--- config.mk ---
export PLATFORM = sky130hd
export DESIGN_NAME = program_sequencer_flat
export DESIGN_NICKNAME = d
export VERILOG_FILES = /design/src/rtl/cpu_pkg.sv /design/src/rtl/program_sequencer_if.sv /design/src/rtl/return_stack.sv /design/src/rtl/program_sequencer.sv /design/src/flat_wrapper.sv
export SDC_FILE = /design/constraint.sdc
export NUM_CORES = 1
export LEC_CHECK = 0
export CELL_PAD_IN_SITES_DETAIL_PLACEMENT = 0
export CELL_PAD_IN_SITES_GLOBAL_PLACEMENT = 1
export CORE_MARGIN = 3
export CORE_UTILIZATION = 20
export CTS_CLUSTER_SIZE = 24
export DETAILED_ROUTE_END_ITERATION = 6
export HOLD_SLACK_MARGIN = 0.03
export PLACE_DENSITY = 0.69
export SYNTH_ARGS = -nofsm -noshare
export SYNTH_HDL_FRONTEND = slang
export SYNTH_SLANG_ARGS = --single-unit
--- constraint.sdc ---
create_clock -name clk -period 1.5 [get_ports clk]
set_clock_uncertainty 0.1 [all_clocks]
set_input_delay 0.375 -clock clk [delete_from_list [all_inputs] [get_ports clk]]
set_output_delay 0.375 -clock clk [all_outputs]
set_load 0.03 [all_outputs]
--- src/rtl/cpu_pkg.sv ---
// Shared sequencer types and constants: PC width, jump nibble width, return-stack size, reset PC.
// Also holds the pm_addr source selector and the jump-target helper.
package cpu_pkg;

    localparam int PC_WIDTH         = 8;
    localparam int JMP_NIBBLE_WIDTH = 4;
    localparam int STACK_DEPTH      = 4;
    localparam int DEPTH_WIDTH      = $clog2(STACK_DEPTH + 1);
    localparam int PTR_WIDTH        = $clog2(STACK_DEPTH);

    typedef logic [PC_WIDTH-1:0] pc_t;

    localparam pc_t RESET_PC = 8'h00;

    typedef enum logic [2:0] {
        SRC_RESET,
        SRC_RET,
        SRC_CALL,
        SRC_JMP,
        SRC_JNZ,
        SRC_INC
    } pm_src_e;

    // Jump targets land on 16-byte boundaries: the nibble becomes the upper bits.
    function automatic pc_t jump_target(input logic [JMP_NIBBLE_WIDTH-1:0] nib);
        return {nib, {(PC_WIDTH - JMP_NIBBLE_WIDTH){1'b0}}};
    endfunction

endpackage

--- src/rtl/program_sequencer_if.sv ---
// Decoder <-> program sequencer bundle: jump/call/return requests in, PC and stack status out.
interface program_sequencer_if;
    import cpu_pkg::*;

    logic                        jmp;
    logic                        jmp_nz;
    logic [JMP_NIBBLE_WIDTH-1:0] jmp_addr;
    logic                        dont_jmp;
    logic                        call;
    logic                        ret;
    pc_t                         pm_addr;
    pc_t                         pc;
    logic                        sync_reset;
    logic [DEPTH_WIDTH-1:0]      stack_depth;
    logic                        stack_err;
    pc_t                         from_PS;

    modport master (
        output jmp, jmp_nz, jmp_addr, dont_jmp, call, ret,
        input  pm_addr, pc, sync_reset, stack_depth, stack_err, from_PS
    );

    modport slave (
        input  jmp, jmp_nz, jmp_addr, dont_jmp, call, ret,
        output pm_addr, pc, sync_reset, stack_depth, stack_err, from_PS
    );

endinterface

--- src/rtl/return_stack.sv ---
// Circular return-address stack: a push when full overwrites the oldest entry, and a pop
// when empty sets a sticky error. The top entry is read combinationally so a return has zero latency.
module return_stack
    import cpu_pkg::*;
(
    input  logic                   clk,
    input  logic                   reset_n,
    input  logic                   push,
    input  logic                   pop,
    input  pc_t                    push_data,
    output pc_t                    top_data,
    output logic                   nonempty,
    output logic [DEPTH_WIDTH-1:0] depth,
    output logic                   err
);

    localparam logic [PTR_WIDTH-1:0]   PTR_ONE    = PTR_WIDTH'(1);
    localparam logic [DEPTH_WIDTH-1:0] DEPTH_ONE  = DEPTH_WIDTH'(1);
    localparam logic [DEPTH_WIDTH-1:0] DEPTH_FULL = DEPTH_WIDTH'(STACK_DEPTH);

    pc_t                    mem_q [STACK_DEPTH];
    logic [PTR_WIDTH-1:0]   wr_ptr_q, wr_ptr_d;
    logic [DEPTH_WIDTH-1:0] depth_q, depth_d;
    logic                   err_q, err_d;

    genvar gi;
    generate
        for (gi = 0; gi < STACK_DEPTH; gi++) begin : g_entry
            pc_t entry_q, entry_d;

            assign entry_d    = (push && !pop && wr_ptr_q == PTR_WIDTH'(gi)) ? push_data : entry_q;
            assign mem_q[gi]  = entry_q;

            always_ff @(posedge clk or negedge reset_n) begin
                if (!reset_n) entry_q <= RESET_PC;
                else          entry_q <= entry_d;
            end
        end
    endgenerate

    // wr_ptr is the next free slot; when full it also points at the oldest entry.
    always_comb begin
        wr_ptr_d = wr_ptr_q;
        depth_d  = depth_q;
        err_d    = err_q;
        if (pop) begin
            if (depth_q != '0) begin
                wr_ptr_d = wr_ptr_q - PTR_ONE;
                depth_d  = depth_q - DEPTH_ONE;
            end else begin
                err_d = 1'b1;
            end
        end else if (push) begin
            wr_ptr_d = wr_ptr_q + PTR_ONE;
            if (depth_q != DEPTH_FULL) depth_d = depth_q + DEPTH_ONE;
        end
    end

    always_ff @(posedge clk or negedge reset_n) begin
        if (!reset_n) begin
            wr_ptr_q <= '0;
            depth_q  <= '0;
            err_q    <= 1'b0;
        end else begin
            wr_ptr_q <= wr_ptr_d;
            depth_q  <= depth_d;
            err_q    <= err_d;
        end
    end

    assign top_data = mem_q[wr_ptr_q - PTR_ONE];
    assign nonempty = (depth_q != '0);
    assign depth    = depth_q;
    assign err      = err_q;

endmodule

--- src/rtl/program_sequencer.sv ---
// Program sequencer: selects the next program-memory address (reset/ret/call/jmp/jmp_nz/pc+1).
// Define CALL_STACK_EN to build the call/return stack; otherwise call and ret are ignored.
module program_sequencer
    import cpu_pkg::*;
(
    input  logic               clk,
    input  logic               reset_n,
    program_sequencer_if.slave bus
);

    logic                   sync_meta_q, sync_meta_d;
    logic                   sync_reset_q, sync_reset_d;
    pc_t                    pc_q, pc_d;
    pc_t                    pc_inc;
    pc_t                    pm_addr;
    pm_src_e                pm_src;
    logic                   call_req, ret_req;
    logic                   stack_push, stack_pop, stack_nonempty;
    pc_t                    stack_top;
    logic [DEPTH_WIDTH-1:0] stack_depth;
    logic                   stack_err;

    assign pc_inc = pc_q + PC_WIDTH'(1);

    // A simultaneous call and ret resolves to ret alone, and nothing moves while in reset.
    assign stack_pop  = ret_req & ~sync_reset_q;
    assign stack_push = call_req & ~ret_req & ~sync_reset_q;

`ifdef CALL_STACK_EN
    assign call_req = bus.call;
    assign ret_req  = bus.ret;

    return_stack u_return_stack (
        .clk       (clk),
        .reset_n   (reset_n),
        .push      (stack_push),
        .pop       (stack_pop),
        .push_data (pc_inc),
        .top_data  (stack_top),
        .nonempty  (stack_nonempty),
        .depth     (stack_depth),
        .err       (stack_err)
    );
`else
    logic unused_stack_reqs;
    assign unused_stack_reqs = bus.call ^ bus.ret ^ stack_push ^ stack_pop;
    assign call_req       = 1'b0;
    assign ret_req        = 1'b0;
    assign stack_top      = RESET_PC;
    assign stack_nonempty = 1'b0;
    assign stack_depth    = '0;
    assign stack_err      = 1'b0;
`endif

    always_comb begin
        pm_src = SRC_INC;
        if (sync_reset_q)                      pm_src = SRC_RESET;
        else if (ret_req)                      pm_src = stack_nonempty ? SRC_RET : SRC_INC;
        else if (call_req)                     pm_src = SRC_CALL;
        else if (bus.jmp)                      pm_src = SRC_JMP;
        else if (bus.jmp_nz && !bus.dont_jmp)  pm_src = SRC_JNZ;

        pm_addr = pc_inc;
        case (pm_src)
            SRC_RESET:                 pm_addr = RESET_PC;
            SRC_RET:                   pm_addr = stack_top;
            SRC_CALL, SRC_JMP, SRC_JNZ: pm_addr = jump_target(bus.jmp_addr);
            default:                   pm_addr = pc_inc;
        endcase

        pc_d         = pm_addr;
        sync_meta_d  = 1'b0;
        sync_reset_d = sync_meta_q;
    end

    // Both synchroniser flops set asynchronously, so sync_reset clears on the 2nd edge after release.
    always_ff @(posedge clk or negedge reset_n) begin
        if (!reset_n) begin
            sync_meta_q  <= 1'b1;
            sync_reset_q <= 1'b1;
            pc_q         <= RESET_PC;
        end else begin
            sync_meta_q  <= sync_meta_d;
            sync_reset_q <= sync_reset_d;
            pc_q         <= pc_d;
        end
    end

    assign bus.pm_addr     = pm_addr;
    assign bus.pc          = pc_q;
    assign bus.from_PS     = pc_q;
    assign bus.sync_reset  = sync_reset_q;
    assign bus.stack_depth = stack_depth;
    assign bus.stack_err   = stack_err;

endmodule

--- src/flat_wrapper.sv ---
// flat-port wrapper written by rule: the top's interface ports become plain ports
module program_sequencer_flat import cpu_pkg::*;
  (clk, reset_n, bus_jmp, bus_jmp_nz, bus_jmp_addr, bus_dont_jmp, bus_call, bus_ret, bus_pm_addr, bus_pc, bus_sync_reset, bus_stack_depth, bus_stack_err, bus_from_PS);
  program_sequencer_if bus_i ();
  input  logic clk;
  input  logic reset_n;
  input wire logic [$bits(bus_i.jmp)-1:0] bus_jmp;
  input wire logic [$bits(bus_i.jmp_nz)-1:0] bus_jmp_nz;
  input wire logic [$bits(bus_i.jmp_addr)-1:0] bus_jmp_addr;
  input wire logic [$bits(bus_i.dont_jmp)-1:0] bus_dont_jmp;
  input wire logic [$bits(bus_i.call)-1:0] bus_call;
  input wire logic [$bits(bus_i.ret)-1:0] bus_ret;
  output wire logic [$bits(bus_i.pm_addr)-1:0] bus_pm_addr;
  output wire logic [$bits(bus_i.pc)-1:0] bus_pc;
  output wire logic [$bits(bus_i.sync_reset)-1:0] bus_sync_reset;
  output wire logic [$bits(bus_i.stack_depth)-1:0] bus_stack_depth;
  output wire logic [$bits(bus_i.stack_err)-1:0] bus_stack_err;
  output wire logic [$bits(bus_i.from_PS)-1:0] bus_from_PS;
  assign bus_i.jmp = bus_jmp;
  assign bus_i.jmp_nz = bus_jmp_nz;
  assign bus_i.jmp_addr = bus_jmp_addr;
  assign bus_i.dont_jmp = bus_dont_jmp;
  assign bus_i.call = bus_call;
  assign bus_i.ret = bus_ret;
  assign bus_pm_addr = bus_i.pm_addr;
  assign bus_pc = bus_i.pc;
  assign bus_sync_reset = bus_i.sync_reset;
  assign bus_stack_depth = bus_i.stack_depth;
  assign bus_stack_err = bus_i.stack_err;
  assign bus_from_PS = bus_i.from_PS;
  program_sequencer u_core (.clk(clk), .reset_n(reset_n), .bus(bus_i));
endmodule
### Word-level counts from Yosys, hierarchy flattened

Cells that the tools add are included.

| word-level totals | value |
|---|---|
| register bits | 10 |
| input bits | 11 |
| logic and storage cells | 17 |

| operators by class | value |
|---|---|
| add/subtract/negate cells | 1 |
| equal/unequal tests | 4 |
| muxes and demuxes | 4 |
| reductions and logical operators | 5 |

Operators with widths:

| operator | count |
|---|---|
| one-hot mux 8 bit (2 select lines) | 1 |
| adder 8 x 1 -> 8 bit, second input constant | 1 |
| == test 3 x 2 -> 1 bit, second input constant | 2 |
| two-way mux 3 bit | 2 |
| == test 3 x 1 -> 1 bit, second input constant | 1 |
| == test 3 bit, second input constant | 1 |
| logical NOT 3 bit | 1 |
| OR reduction 3 bit | 1 |
| OR reduction 2 bit | 1 |
| logical AND 1 bit | 1 |
| logical NOT 1 bit | 1 |
| two-way mux 1 bit | 1 |

### Longest topological paths before layout

Gate-level depths: netlist of run 1.

| depth | value |
|---|---|
| word-level depth | 8 |
| mapped depth | 5 |

### Worst setup path before layout of run 1

No wires, ideal clock.

| path | value |
|---|---|
| kind | register -> output |
| start | register u_core.pc_q[0], in the netlist u_core.bus.from_PS[0] |
| end | output port bus_pm_addr[6] |
| arrival time | 1.632 ns |
| data required time | 1.025 ns |
| setup slack | -0.607 ns |
| stages on the path, launching flop included | 6 |
| path buffers | 0 |
| cell sequence | dfrtp_1 ha_1 nand3_1 nor2_1 xnor2_1 o2bb2ai_1 |

| between the ends | value |
|---|---|
| word-level cells in the longest chain between the ends | 2 |

RTL lines:

| item | RTL line | RTL |
|---|---|---|
| start, declared | program_sequencer.sv:13 | `pc_t pc_q, pc_d;` |
| start signal, assigned | program_sequencer.sv:85 | `pc_q <= pc_d;` |
| adder 8 x 1 -> 8 bit | program_sequencer.sv:23 | `assign pc_inc = pc_q + PC_WIDTH'(1);` |
| one-hot mux 8 bit (2 select lines) | program_sequencer.sv:64 | `case (pm_src)` |
| end, declared | flat_wrapper.sv:13 | `output wire logic [$bits(bus_i.pm_addr)-1:0] bus_pm_addr;` |

No other way between the ends.

### Worst setup path in the final report of run 1

| path | value |
|---|---|
| start | register u_core.pc_q[1], in the netlist u_core.bus.from_PS[1] |
| end | output port bus_pm_addr[5] |

The elaborated chain is that of the path after synthesis.

==> flow_summary.ini, run 1 <==
[worst_setup_path]
critPathLaunchType = register
worstPathArrival_ps = 1530
worst-r2r-cell-count = 5
path_max_fanout = 4
r2r_setup_slack_ps = 100
critical_path.endpoint_type = output port
r2r-end = u_core.bus.from_PS[7]$_DFF_PN0_
r2r-start = u_core.bus.from_PS[1]$_DFF_PN0_
required_ps = 1020
path_class = register to output port

[power_and_ir_drop]
swShare_pct = 30.7
clkPwrFrac_pct = 30.0
ir_worst_vdd_uv = 496
p_leak_nw = 0.523
powerDensity_nw_per_um2 = 652
switching_power_mw = 0.245
combPwrFrac_pct = 32.4
seq_power_share_pct = 37.6
internal_power_mw = 0.553

[final_layout]
num_antenna_cells = 0
final_cell_mix = buf_6 (23), buf_4 (18), dfrtp_2 (6)
area_delta_synth_final_pct = 127
nFillCells = 223
multiInputGateArea_um2 = 397
ff_latch_area_um2 = 260
stdcell_count = 126
final_common_cell = buf_6
final_nets = 109
layout-drive-gt1-share_pct = 81.3

[cts]
h-tree-depth = 1
cts_max_path_buffers = 2
clock_latency_ps = 260
cts_tree = done
cts.sinks = 10
cts_made_buffers = 3
clk_pin_slew_ps = 70
cts-root-buf = clkbuf_4
postCtsHoldBufs = 0

[synth]
synthCells = 51
yosys_warnings = 0
ys_seq_elements = 10
syn_avg_cell_area_um2 = 10.6
synthTopCellsByArea = dfrtp_1 (37%), buf_4 (17%), dfstp_2 (9.7%), o2bb2ai_1 (6.5%), xor2_1 (6.5%)
ys_seq_area_share_pct = 46.8
ys_types = 17
synth_area_leader_cell = dfrtp_1
synth_area_um2 = 541
yosysTopAreaCellShare_pct = 37.0

[sta]
grt_setup_unrepaired = yes
max_freq_mhz = 498
slew_viol_final = 0
period_needed_ps = 2010
hold_viol_final = 0
min_period_over_period_pct = 134
setup-violations-final = 10
worst_slack_ps = -506

[global_routing]
antenna_found_initial = 0
grt_pass1_vias = 548
grt_max_degree = 11
overflow = 0
grt_use_total_pct = 9.23
grt_pass1_wl_mm = 2.37

[floorplanning]
fp.coreArea_um2 = 2520
die_y_um = 58.0
fp-row-count = 18
dieArea_um2 = 3360
die_x_um = 58.0
ioPinCount = 40
initial_core_util_pct = 21.4

[drt]
vias = 504
drt-initial-drc-count = 3
routed_wl_mm = 1.47
avgViaCountPerCell = 4.00
ant_nets = 0
drc = 0
dr.pass1.iters = 3
wl_per_cell_um = 11.7

[outcome]
status = complete, but fails checks
violations = negative setup slack

[placed_design]
portBuffers = 33
dp_hpwl_mm = 1.12
dp_cells = 119
place_ws_ps = -740
gp_congestion = 0.672

[hold_path]
hold_path.class = register to register
hold_depth = 0
min_to = u_core.bus.sync_reset$_DFF_PN1_
hp-start = u_core.sync_meta_q$_DFF_PN1_

[job]
cap_violations = 0
[Yosys cell counts]
cell type	count
nand4_1	1
nand2_1	2
o2bb2ai_1	4
ha_1	1
nor2b_4	1
dfrtp_1	8
nor2_1	7
xnor2_1	2
buf_6	1
buf_4	12
and4_1	1
inv_1	1
conb_1	1
xor2_1	4
or3_1	1
dfstp_2	2
nand3_1	2
[power groups by stage]
stage	sequential (mW)	clock [mW]	combinational, mW
floorplan	0.323	0	0.126
global placement	0.300	0	0.232
detailed placement	0.301	0	0.234
CTS	0.297	0.252	0.249
global route	0.302	0.265	0.273
finish	0.300	0.239	0.259
[final cells by class]
| type | count | share of cell area (%) |
|---|---|---|
| tap | 30 | 3.06 |
| inverter | 1 | 0.306 |
| clock buffer | 4 | 2.96 |
| timing repair buffer | 50 | 40.0 |
| multi-input combinational | 31 | 32.4 |
| sequential | 10 | 21.2 |
[worst max-delay path by stage]
stage	cells past startpoint	start	endpoint	slack, ps
after floorplan	4	u_core.bus.from_PS[0]$_DFF_PN0_	bus_pm_addr[7]	-240
after global placement	6	bus_dont_jmp	bus_pm_addr[7]	-720
after detailed placement	6	bus_dont_jmp	bus_pm_addr[7]	-740
after CTS	5	u_core.bus.from_PS[0]$_DFF_PN0_	bus_pm_addr[7]	-510
after global routing	5	u_core.bus.from_PS[1]$_DFF_PN0_	bus_pm_addr[7]	-580
final	6	u_core.bus.from_PS[1]$_DFF_PN0_	bus_pm_addr[5]	-510
[worst max-delay path, stage by stage (launching register included)]
cell and delay, ps:
dfrtp_2 420, and4_4 230, buf_4 100, nand2_2 60, xor2_2 160, o2bb2ai_4 150, buf_6 150
[kinds of logic after synthesis]
family | Yosys count | share of synthesized area [%]
fa+ha+maj | 1 | 2.31
simple gates | 15 | 14.6
flops | 10 | 46.8
xor+xnor | 6 | 9.72
other cells | 1 | 0.694
compound gates | 4 | 6.48
buf+inv | 14 | 19.4
[routing by layer]
metal | share of wire [%] | GRT usage (%) | wire length, µm
met5 | 0 | 0 | 0
met4 | 0 | 3.97 | 0
met3 | 9.1 | 2.90 | 134
met2 | 54 | 15.0 | 788
met1 | 37 | 11.2 | 549
[what timing repair did]
item,in CTS,in global routing
endpoints found under the setup margin,11,24
buffers inserted,1,4
pin swaps,6,3
gates resized for setup,26,21
[per-stage QoR]
stage	utilization [%]	hold WS, ps	TNS [ps]	cell area (µm²)	power, mW
final	48.6	258	-3420	1220	0.798
after global routing	48.6	270	-4120	1220	0.841
after CTS	44.3	258	-3370	1120	0.798
after detailed placement	39.5	248	-7440	997	0.534
after global placement	39.5	248	-7390	997	0.532
after floorplan	-	-20.6	-1480	676	0.449
[state kept, by name, indices dropped and copies added (netlist names)]
name / flops
u_core.sync_meta_q: 1
u_core.bus.sync_reset: 1
u_core.bus.from_PS: 8
(Power assumes the default switching activity.)
==> run 2, diff against run 1 <==
MAX_ROUTING_LAYER = met4   (was default)
==> run 2 against run 1 <==
Compared with the run above:
- clock-buffer cell count unchanged
- clock power is essentially flat
- flip-flop and latch count stayed put
- the flow still finishes with violations (negative setup slack)
- die area stayed put
- via count unchanged
- global-route usage increased by 0.28 points
- register-to-register slack about the same
- utilization stayed put
- largest power group unchanged
- first-iteration DRC count is the same
- worst setup slack about the same
==> flow_summary.ini, run 2 (synthesized netlist as in run 1, its figures left out) <==
[outcome]
status = complete, but fails checks
violations = negative setup slack

[final_layout]
nFillCells = 223
num_antenna_cells = 0
largest_register_ffs = 8
layout-drive-gt1-share_pct = 81.3
final_nets = 109
multiInputGateArea_um2 = 397
ff_latch_area_um2 = 260
final_common_cell = buf_6
final_cell_mix = buf_6 (23), buf_4 (18), dfrtp_2 (6)
area_delta_synth_final_pct = 127

[floorplanning]
die_x_um = 58.0
die_y_um = 58.0
initial_core_util_pct = 21.4
dieArea_um2 = 3360
ioPinCount = 40
fp-row-count = 18
fp.coreArea_um2 = 2520

[power_and_ir_drop]
clkPwrFrac_pct = 30.0
seq_power_share_pct = 37.6
power_mw = 0.798
swShare_pct = 30.8
powerDensity_nw_per_um2 = 652
p_leak_nw = 0.523
switching_power_mw = 0.246
ir_worst_vdd_uv = 496
internal_power_mw = 0.553
combPwrFrac_pct = 32.4

[worst_setup_path]
crit_buf_inv = 2
worstPathArrival_ps = 1530
required_ps = 1020
crit_family = flip-flops
path_max_fanout = 4
r2r-end = u_core.bus.from_PS[7]$_DFF_PN0_
r2r_setup_slack_ps = 100
slowest_stage = dfrtp_2
r2r-start = u_core.bus.from_PS[1]$_DFF_PN0_
critical_path.endpoint_type = output port
path_cells = and4_4 > buf_4 > nand2_2 > xor2_2 > o2bb2ai_4 > buf_6
cpPeakStageDelay_ps = 420
path_class = register to output port
critPathLaunchType = register
worst-r2r-cell-count = 5

[drt]
wl_per_cell_um = 11.7
avgViaCountPerCell = 4.00
drt-initial-drc-count = 3
vias = 504
ant_nets = 0
drc = 0
dr.pass1.iters = 3
routed_wl_mm = 1.47

[placed_design]
portBuffers = 33
gp_congestion = 0.678
dp_hpwl_mm = 1.12
place_ws_ps = -740

[cts]
cts_max_path_buffers = 2
cts_tree = done
cts.sinks = 10
postCtsHoldBufs = 0
clk_pin_slew_ps = 70
h-tree-depth = 1
clock_latency_ps = 260
cts-root-buf = clkbuf_4
cts_made_buffers = 3

[global_routing]
grt_use_total_pct = 9.50
grt_max_degree = 11
antenna_found_initial = 0
grt_pass1_vias = 546
grt_pass1_wl_mm = 2.37
overflow = 0

[sta]
timing.hold.ws_ps = 258
period_needed_ps = 2010
slew_viol_final = 0
worst_slack_ps = -506
setup-violations-final = 10
max_freq_mhz = 498
min_period_over_period_pct = 134
grt_setup_unrepaired = yes
hold_viol_final = 0

[job]
cap_violations = 0

[hold_path]
min_to = u_core.bus.sync_reset$_DFF_PN1_
hp-start = u_core.sync_meta_q$_DFF_PN1_
hold_depth = 0
hold_path.class = register to register
==> run 2: per-layer routing <==
layer / track usage, % / up-vias / share of wire, %
met4: 3.97 / 0 / 0
li1: - / 238 / -
met1: 11.8 / 242 / 39
met5: - / - / 0
met2: 15.0 / 24 / 53
met3: 2.00 / 0 / 7.7
==> run 2: worst reg2reg max path, delay by kind of cell, from the launching register on <==
family / cells / cell delay, ps
simple gates: 2 / 360
flops: 1 / 420
buf+inv: 1 / 130
compound gates: 1 / 90
xor+xnor: 1 / 200
==> run 2: power by group through the flow <==
stage	combinational (mW)	clock [mW]	sequential, mW
6_report	0.259	0.239	0.300
5_1_grt	0.273	0.265	0.302
4_1_cts	0.249	0.252	0.297
3_3_place_gp	0.232	0	0.300
2_1_floorplan	0.126	0	0.323
3_5_place_dp	0.234	0	0.301
==> run 2: timing repair <==
item,in CTS,in global routing
setup buffers,1,4
resized for setup,26,21
pin swaps,6,3
setup endpoints to repair,11,24
==> run 2: through the flow <==
stage / std cells / cell area, µm² / TNS, ps / utilization, %
after floorplan: 55 / 676 / -1480 / -
after global placement: 119 / 997 / -7390 / 39.5
after detailed placement: 119 / 997 / -7440 / 39.5
after CTS: 124 / 1120 / -3370 / 44.3
after global routing: 126 / 1220 / -4120 / 48.6
final: 126 / 1220 / -3420 / 48.6
==> run 2: final cells by class <==
cell class / count / share of cell area, %
repair buffers: 50 / 40.0
multi-input cells: 31 / 32.4
flip-flops and latches: 10 / 21.2
well taps: 30 / 3.06
clock buffers: 4 / 2.96
inverters: 1 / 0.306
==> run 2: worst max path at each step <==
stage	startpoint	end	slack, ps	cells after the start
2_1_floorplan	u_core.bus.from_PS[0]$_DFF_PN0_	bus_pm_addr[7]	-240	4
4_1_cts	u_core.bus.from_PS[0]$_DFF_PN0_	bus_pm_addr[7]	-510	5
3_3_place_gp	bus_dont_jmp	bus_pm_addr[7]	-720	6
6_report	u_core.bus.from_PS[1]$_DFF_PN0_	bus_pm_addr[5]	-510	6
5_1_grt	u_core.bus.from_PS[1]$_DFF_PN0_	bus_pm_addr[7]	-580	5
3_5_place_dp	bus_dont_jmp	bus_pm_addr[7]	-740	6
==> run 3, diff against run 2 <==
ABC_AREA = 1   (was default)
CORE_UTILIZATION = 21   (was 20)
PLACE_DENSITY = 0.71   (was 0.69)
==> run 3 against run 2 <==
Compared with the run above:
- the run still ends with negative setup slack left
- power is 0.44% higher
- cell count is 22% higher
- worst setup slack better by 130 ps
- non-clock buffer count is 1 higher
- critical path type unchanged
==> flow_summary.ini, run 3 <==
[outcome]
status = complete, but fails checks
violations = negative setup slack

[cts]
cts-root-buf = clkbuf_4
cts_tree = done
clock_latency_ps = 260
postCtsHoldBufs = 0
cts.sinks = 10
h-tree-depth = 1
clk_pin_slew_ps = 70
cts_made_buffers = 3
cts_max_path_buffers = 2

[global_routing]
grt_pass1_wl_mm = 2.65
grt_max_degree = 11
grt_use_met2_pct = 16.5
grtUsageMet3_pct = 2.61
grt_use_total_pct = 10.3
grt_use_met1_pct = 12.9
grt_pass1_vias = 603
antenna_found_initial = 0
busiest_layer = met2
overflow = 0

[worst_setup_path]
timing.critical_path.from = u_core.bus.from_PS[1]$_DFF_PN0_
r2r-start = u_core.bus.sync_reset$_DFF_PN1_
critical_path.endpoint_type = output port
worstPathArrival_ps = 1400
worst-r2r-cell-count = 5
r2r_setup_slack_ps = 300
path_class = register to output port
critPathLaunchType = register
r2r-end = u_core.bus.from_PS[0]$_DFF_PN0_
required_ps = 1020
path_max_fanout = 4
setup.worst_path.end = bus_pm_addr[6]

[drt]
vias = 612
dr.pass1.iters = 3
drt-initial-drc-count = 8
ant_nets = 0
routed_wl_mm = 1.62
drc = 0
wl_per_cell_um = 10.5
avgViaCountPerCell = 3.97

[synth]
synth_edf_count = 0
ys_types = 17
yosys_warnings = 0
ys_seq_elements = 10
syn_avg_cell_area_um2 = 7.85
synthMostInstantiatedCell = nand2_1
synth_flop_cell = dfrtp_1
ys_seq_area_share_pct = 41.8
synthTopCellsByCount = nand2_1 (20), buf_4 (12), nor2_1 (10)
synth_area_leader_cell = dfrtp_1
synth_area_um2 = 604
synth-async-reset-ratio_pct = 100
synthCells = 77
yosysTopAreaCellShare_pct = 33.1
synthTopCellsByArea = dfrtp_1 (33%), buf_4 (15%), nand2_1 (12%), dfstp_2 (8.7%), nor2_1 (6.2%)

[sta]
setup-violations-final = 13
grt_setup_unrepaired = yes
finalSetupTns_ps = -2720
timing.hold.ws_ps = 258
slew_viol_final = 0
max_freq_mhz = 534
min_period_over_period_pct = 125
period_needed_ps = 1870
worst_slack_ps = -374
hold_viol_final = 0

[floorplanning]
die_x_um = 59.6
ioPinCount = 40
dieArea_um2 = 3560
fp.coreArea_um2 = 2610
fp-row-count = 18
die_y_um = 59.6
initial_core_util_pct = 23.1

[power_and_ir_drop]
p_leak_nw = 0.569
powerDensity_nw_per_um2 = 638
power_mw = 0.802
ir_worst_vdd_uv = 524

[hold_path]
hold_path.class = register to register

[placed_design]
placed_cell_area_um2 = 996
gp_congestion = 0.804
dp_hpwl_mm = 1.30
portBuffers = 33

[final_layout]
final_cell_mix = buf_6 (27), buf_4 (16), nand2_1 (9)
layout-drive-gt1-share_pct = 72.6
final_nets = 137
fin_area_um2 = 1260
final_common_cell = buf_6
num_antenna_cells = 0
fin_util_pct = 48.1
largest_register_ffs = 8
area_delta_synth_final_pct = 108

[job]
cap_violations = 0
-- run 3: cell count changes in the layout (fill, tap and decap cells not counted), moves of 3 or more --
cell           change
buf_6              +4
nand2_1            +8
xor2_2             -4
inv_1              +3
dlygate4sd2_1      +3
inv_2              +4
nand2_2            +7
nand2_4            +4
o2bb2ai_4          -4
nor2_2             +3
-- run 3: timing repair --
| action | 4_1_cts | 5_1_grt |
|---|---|---|
| gates resized for setup | 39 | 17 |
| endpoints found under the setup margin | 9 | 19 |
| setup buffers | 3 | 2 |
| pin swaps | 22 | 7 |
-- run 3: cells by family after synthesis --
kind of cell	Yosys count	synth area share, %
xor+xnor	1	1.45
buf+inv	20	19.9
fa+ha+maj	1	2.07
flops	10	41.8
compound gates	3	2.90
simple gates	41	31.3
other cells	1	0.621
-- run 3: power breakdown --
part | switching [mW] | total, mW | internal [mW]
clock network | 0.0989 | 0.246 | 0.147
registers | 0.0122 | 0.297 | 0.285
logic | 0.148 | 0.259 | 0.111
-- run 3: metrics by stage --
step / cells / setup slack (ps)
after global placement: 145 / -561
after floorplan: 81 / -158
after CTS: 152 / -368
final: 154 / -374
after detailed placement: 145 / -554
after global routing: 154 / -473
-- run 3: worst min-delay path by stage --
stage | start | end | cells after the start
after floorplan | reset_n | u_core.bus.from_PS[0]$_DFF_PN0_ | 0
after global placement | u_core.sync_meta_q$_DFF_PN1_ | u_core.bus.sync_reset$_DFF_PN1_ | 0
after detailed placement | u_core.sync_meta_q$_DFF_PN1_ | u_core.bus.sync_reset$_DFF_PN1_ | 0
after CTS | u_core.sync_meta_q$_DFF_PN1_ | u_core.bus.sync_reset$_DFF_PN1_ | 0
after global routing | u_core.sync_meta_q$_DFF_PN1_ | u_core.bus.sync_reset$_DFF_PN1_ | 0
final | u_core.sync_meta_q$_DFF_PN1_ | u_core.bus.sync_reset$_DFF_PN1_ | 0
-- run 3: worst max-delay path: stages, from the launching register on --
cell	delay, ps
dfrtp_2	420
ha_4	170
nand3_4	80
o21bai_1	170
nand3_2	110
nand2_4	70
buf_6	120
-- run 3: cell type report --
| class | count | area (µm²) |
|---|---|---|
| clock buffers | 4 | 36.3 |
| repair buffers | 51 | 500 |
| flip-flops and latches | 10 | 262 |
| multi-input cells | 51 | 392 |
| fillers | 251 | 1360 |
| well taps | 30 | 37.5 |
| inverters | 8 | 30.0 |
-- run 3: metal layers --
layer	up-vias	part of all wire, %
li1	314	-
met1	273	41
met2	23	51
met3	2	6.7
met4	0	0.62
met5	-	0
==> RTL edit, RTL diff (settings of run 1) <==
Change the package constant `JMP_NIBBLE_WIDTH` from 4 to 6.
--- a/src/rtl/cpu_pkg.sv
+++ b/src/rtl/cpu_pkg.sv
@@ -3,7 +3,7 @@
 package cpu_pkg;
 
     localparam int PC_WIDTH         = 8;
-    localparam int JMP_NIBBLE_WIDTH = 4;
+    localparam int JMP_NIBBLE_WIDTH = 6;
     localparam int STACK_DEPTH      = 4;
     localparam int DEPTH_WIDTH      = $clog2(STACK_DEPTH + 1);
     localparam int PTR_WIDTH        = $clog2(STACK_DEPTH);
Interface: changed (resized bus_jmp_addr); port bits go from 40 to 42. The function was not compared with the original's and may differ.
==> RTL edit against run 1 <==
The run still ends with negative setup slack left. Setup slack gained 0.094 ns. Routed wire length grew 5.9%. Register-to-register slack gained 0.08 ns. Sequential share of layout area shrank 0.37 points. Synthesized area grew 2.1%. Power grew 5.4%. Design area grew 2.2%. Count of clock-buffer cells in the layout is the same. Clock power shrank 20%. Combinational power grew 34%. Synthesized cell count is the same. Utilization grew 0.65 points. Critical path depth shrank 2. Sequential cell count is the same. Critical path type unchanged. Highest routed layer is now met4.
==> RTL edit: results (changes against run 1) <==
[final_layout]
clock_tree_area_fraction=0.02098  ; -0.008643
multi_input_area_um2=436.7  ; +10%
postLayoutCellArea_mm2=0.001252  ; +2.2%
largest_register_ffs=8  ; unchanged
nNonClkInverters=1  ; unchanged
n_all_buffers=52  ; +4.0%
drive_gt1_frac=0.8061  ; -0.006378
multi_input_cells=31  ; unchanged
area_delta_synth_final_pct=127.0
seq_area_um2=261.5  ; +0.48%
nets=113  ; +3.7%
buf_share=0.3886  ; -0.01180
fillers=246  ; +10%

[drt]
wirelength_um=1559  ; +5.9%
viasPerCell=4.172  ; +4.3%
drt_iter0_drc=1  ; -2
first_pass_iters=2  ; -1
wl_per_cell_um=12.18  ; +4.3%

[synthesis]
synthTopCellsByArea=dfrtp_1 36%, buf_4 16%, dfstp_2 9.5%, o2bb2ai_1 9.5%, xor2_1 7.9%
synth_area_per_cell_um2=10.82  ; +2.1%
synthTopCellsByCount=12 x buf_4, 8 x dfrtp_1, 6 x o2bb2ai_1, 5 x nand3_1, 5 x xor2_1
synth-seq-area-share=0.4580  ; -0.009543
synth-main-ff-cell=dfrtp_1
yosysUniqueCellTypes=15  ; -2

[grt]
grt_usage=0.09877  ; +0.006508
grt_max_degree=11  ; unchanged
grt_pass1_vias=529  ; -3.5%
grt_pass1_wl_um=2484  ; +5.0%

[placement]
dp.cells=117  ; -1.7%
dpl_cell_area_mm2=0.001039  ; +4.1%
port_buffers=35  ; +6.1%
place_ws_ns=-0.7522  ; -0.01251 ns
gp_congestion=0.6392  ; -4.9%

[clocking]
path_clk_slew_ns=0.06
numCtsBuffers=3  ; unchanged
htree_levels=1  ; unchanged
clock_latency_ns=0.26  ; about the same
cts_root_buf=clkbuf_4
clockBufferDepth=2  ; unchanged
clock-sinks=10  ; unchanged

[min_path]
hold_path.class=flop to flop

[setup_path]
crit_path_max_fanout=8  ; +4
worstPathArrival_ns=1.44  ; -0.09 ns

[power]
p_comb_w=0.000346  ; +34%
leakage_nw=0.5306  ; +1.5%
p_int_w=0.0005512  ; -0.30%
switchingPower_w=0.0002905  ; +18%
pg_clk_w=0.000191  ; -20%
ir_drop_v=0.0005000  ; +0.71%

[sta]
finalSetupTns_ns=-3.407  ; +0.01174 ns
final.setup.worst_slack_ns=-0.4127  ; +0.09350 ns
post-route-min-period_ns=1.913  ; -0.09350 ns
setup_viol=15  ; +5

[run_status]
violations=negative setup slack
status=finished, violations left

[RTL edit: cell types whose count changed after synthesis, sizes merged, moves of 2 or more]
cell,change
o2bb2ai,+2
nand3,+3
nand2,-2
nor2,-3
and3,+2
[RTL edit: worst paths after layout]
check                                                     start                              end  slack [ns]  depth (start not counted)
worst max-delay path            u_core.bus.sync_reset$_DFF_PN1_                   bus_pm_addr[4]       -0.41                          4
worst min-delay path               u_core.sync_meta_q$_DFF_PN1_  u_core.bus.sync_reset$_DFF_PN1_        0.26                          0
worst max register to register  u_core.bus.from_PS[1]$_DFF_PN0_  u_core.bus.from_PS[4]$_DFF_PN0_        0.18                          5
worst min register to register     u_core.sync_meta_q$_DFF_PN1_  u_core.bus.sync_reset$_DFF_PN1_        0.26                          0
max in group asynchronous                               reset_n     u_core.sync_meta_q$_DFF_PN1_        0.77                          2
min in group asynchronous                               reset_n  u_core.bus.from_PS[7]$_DFF_PN0_        0.30                          2
[RTL edit: worst max-delay path: stages, from the launching register on]
cell and delay [ns]:
dfstp_2 0.38, or3_4 0.34, buf_12 0.16, o2bb2ai_4 0.16
buf_6 0.15
[RTL edit: kinds of logic after synthesis]
kind of cell / synth area share
buffers and inverters: 0.1905
adders and majority gates: 0.02267
other: 0.006796
DFF: 0.4580
and+or+nand+nor: 0.1315
xor gates and xnor gates: 0.09524
AOI/OAI and AO/OA: 0.09524
[RTL edit: timing repair]
item,in CTS,in global routing
gates resized for setup,25,12
setup buffers,1,6
endpoints found under the setup margin,11,17
pin swaps,5,7
hold endpoints to repair,0,0
[RTL edit: per-layer routing]
metal / track usage / vias up / routed length, µm
met5: 0 / - / 0
li1: - / 253 / -
met2: 0.1515 / 31 / 719
met1: 0.1272 / 246 / 640
met3: 0.02632 / 4 / 169
met4: 0.04967 / 0 / 29
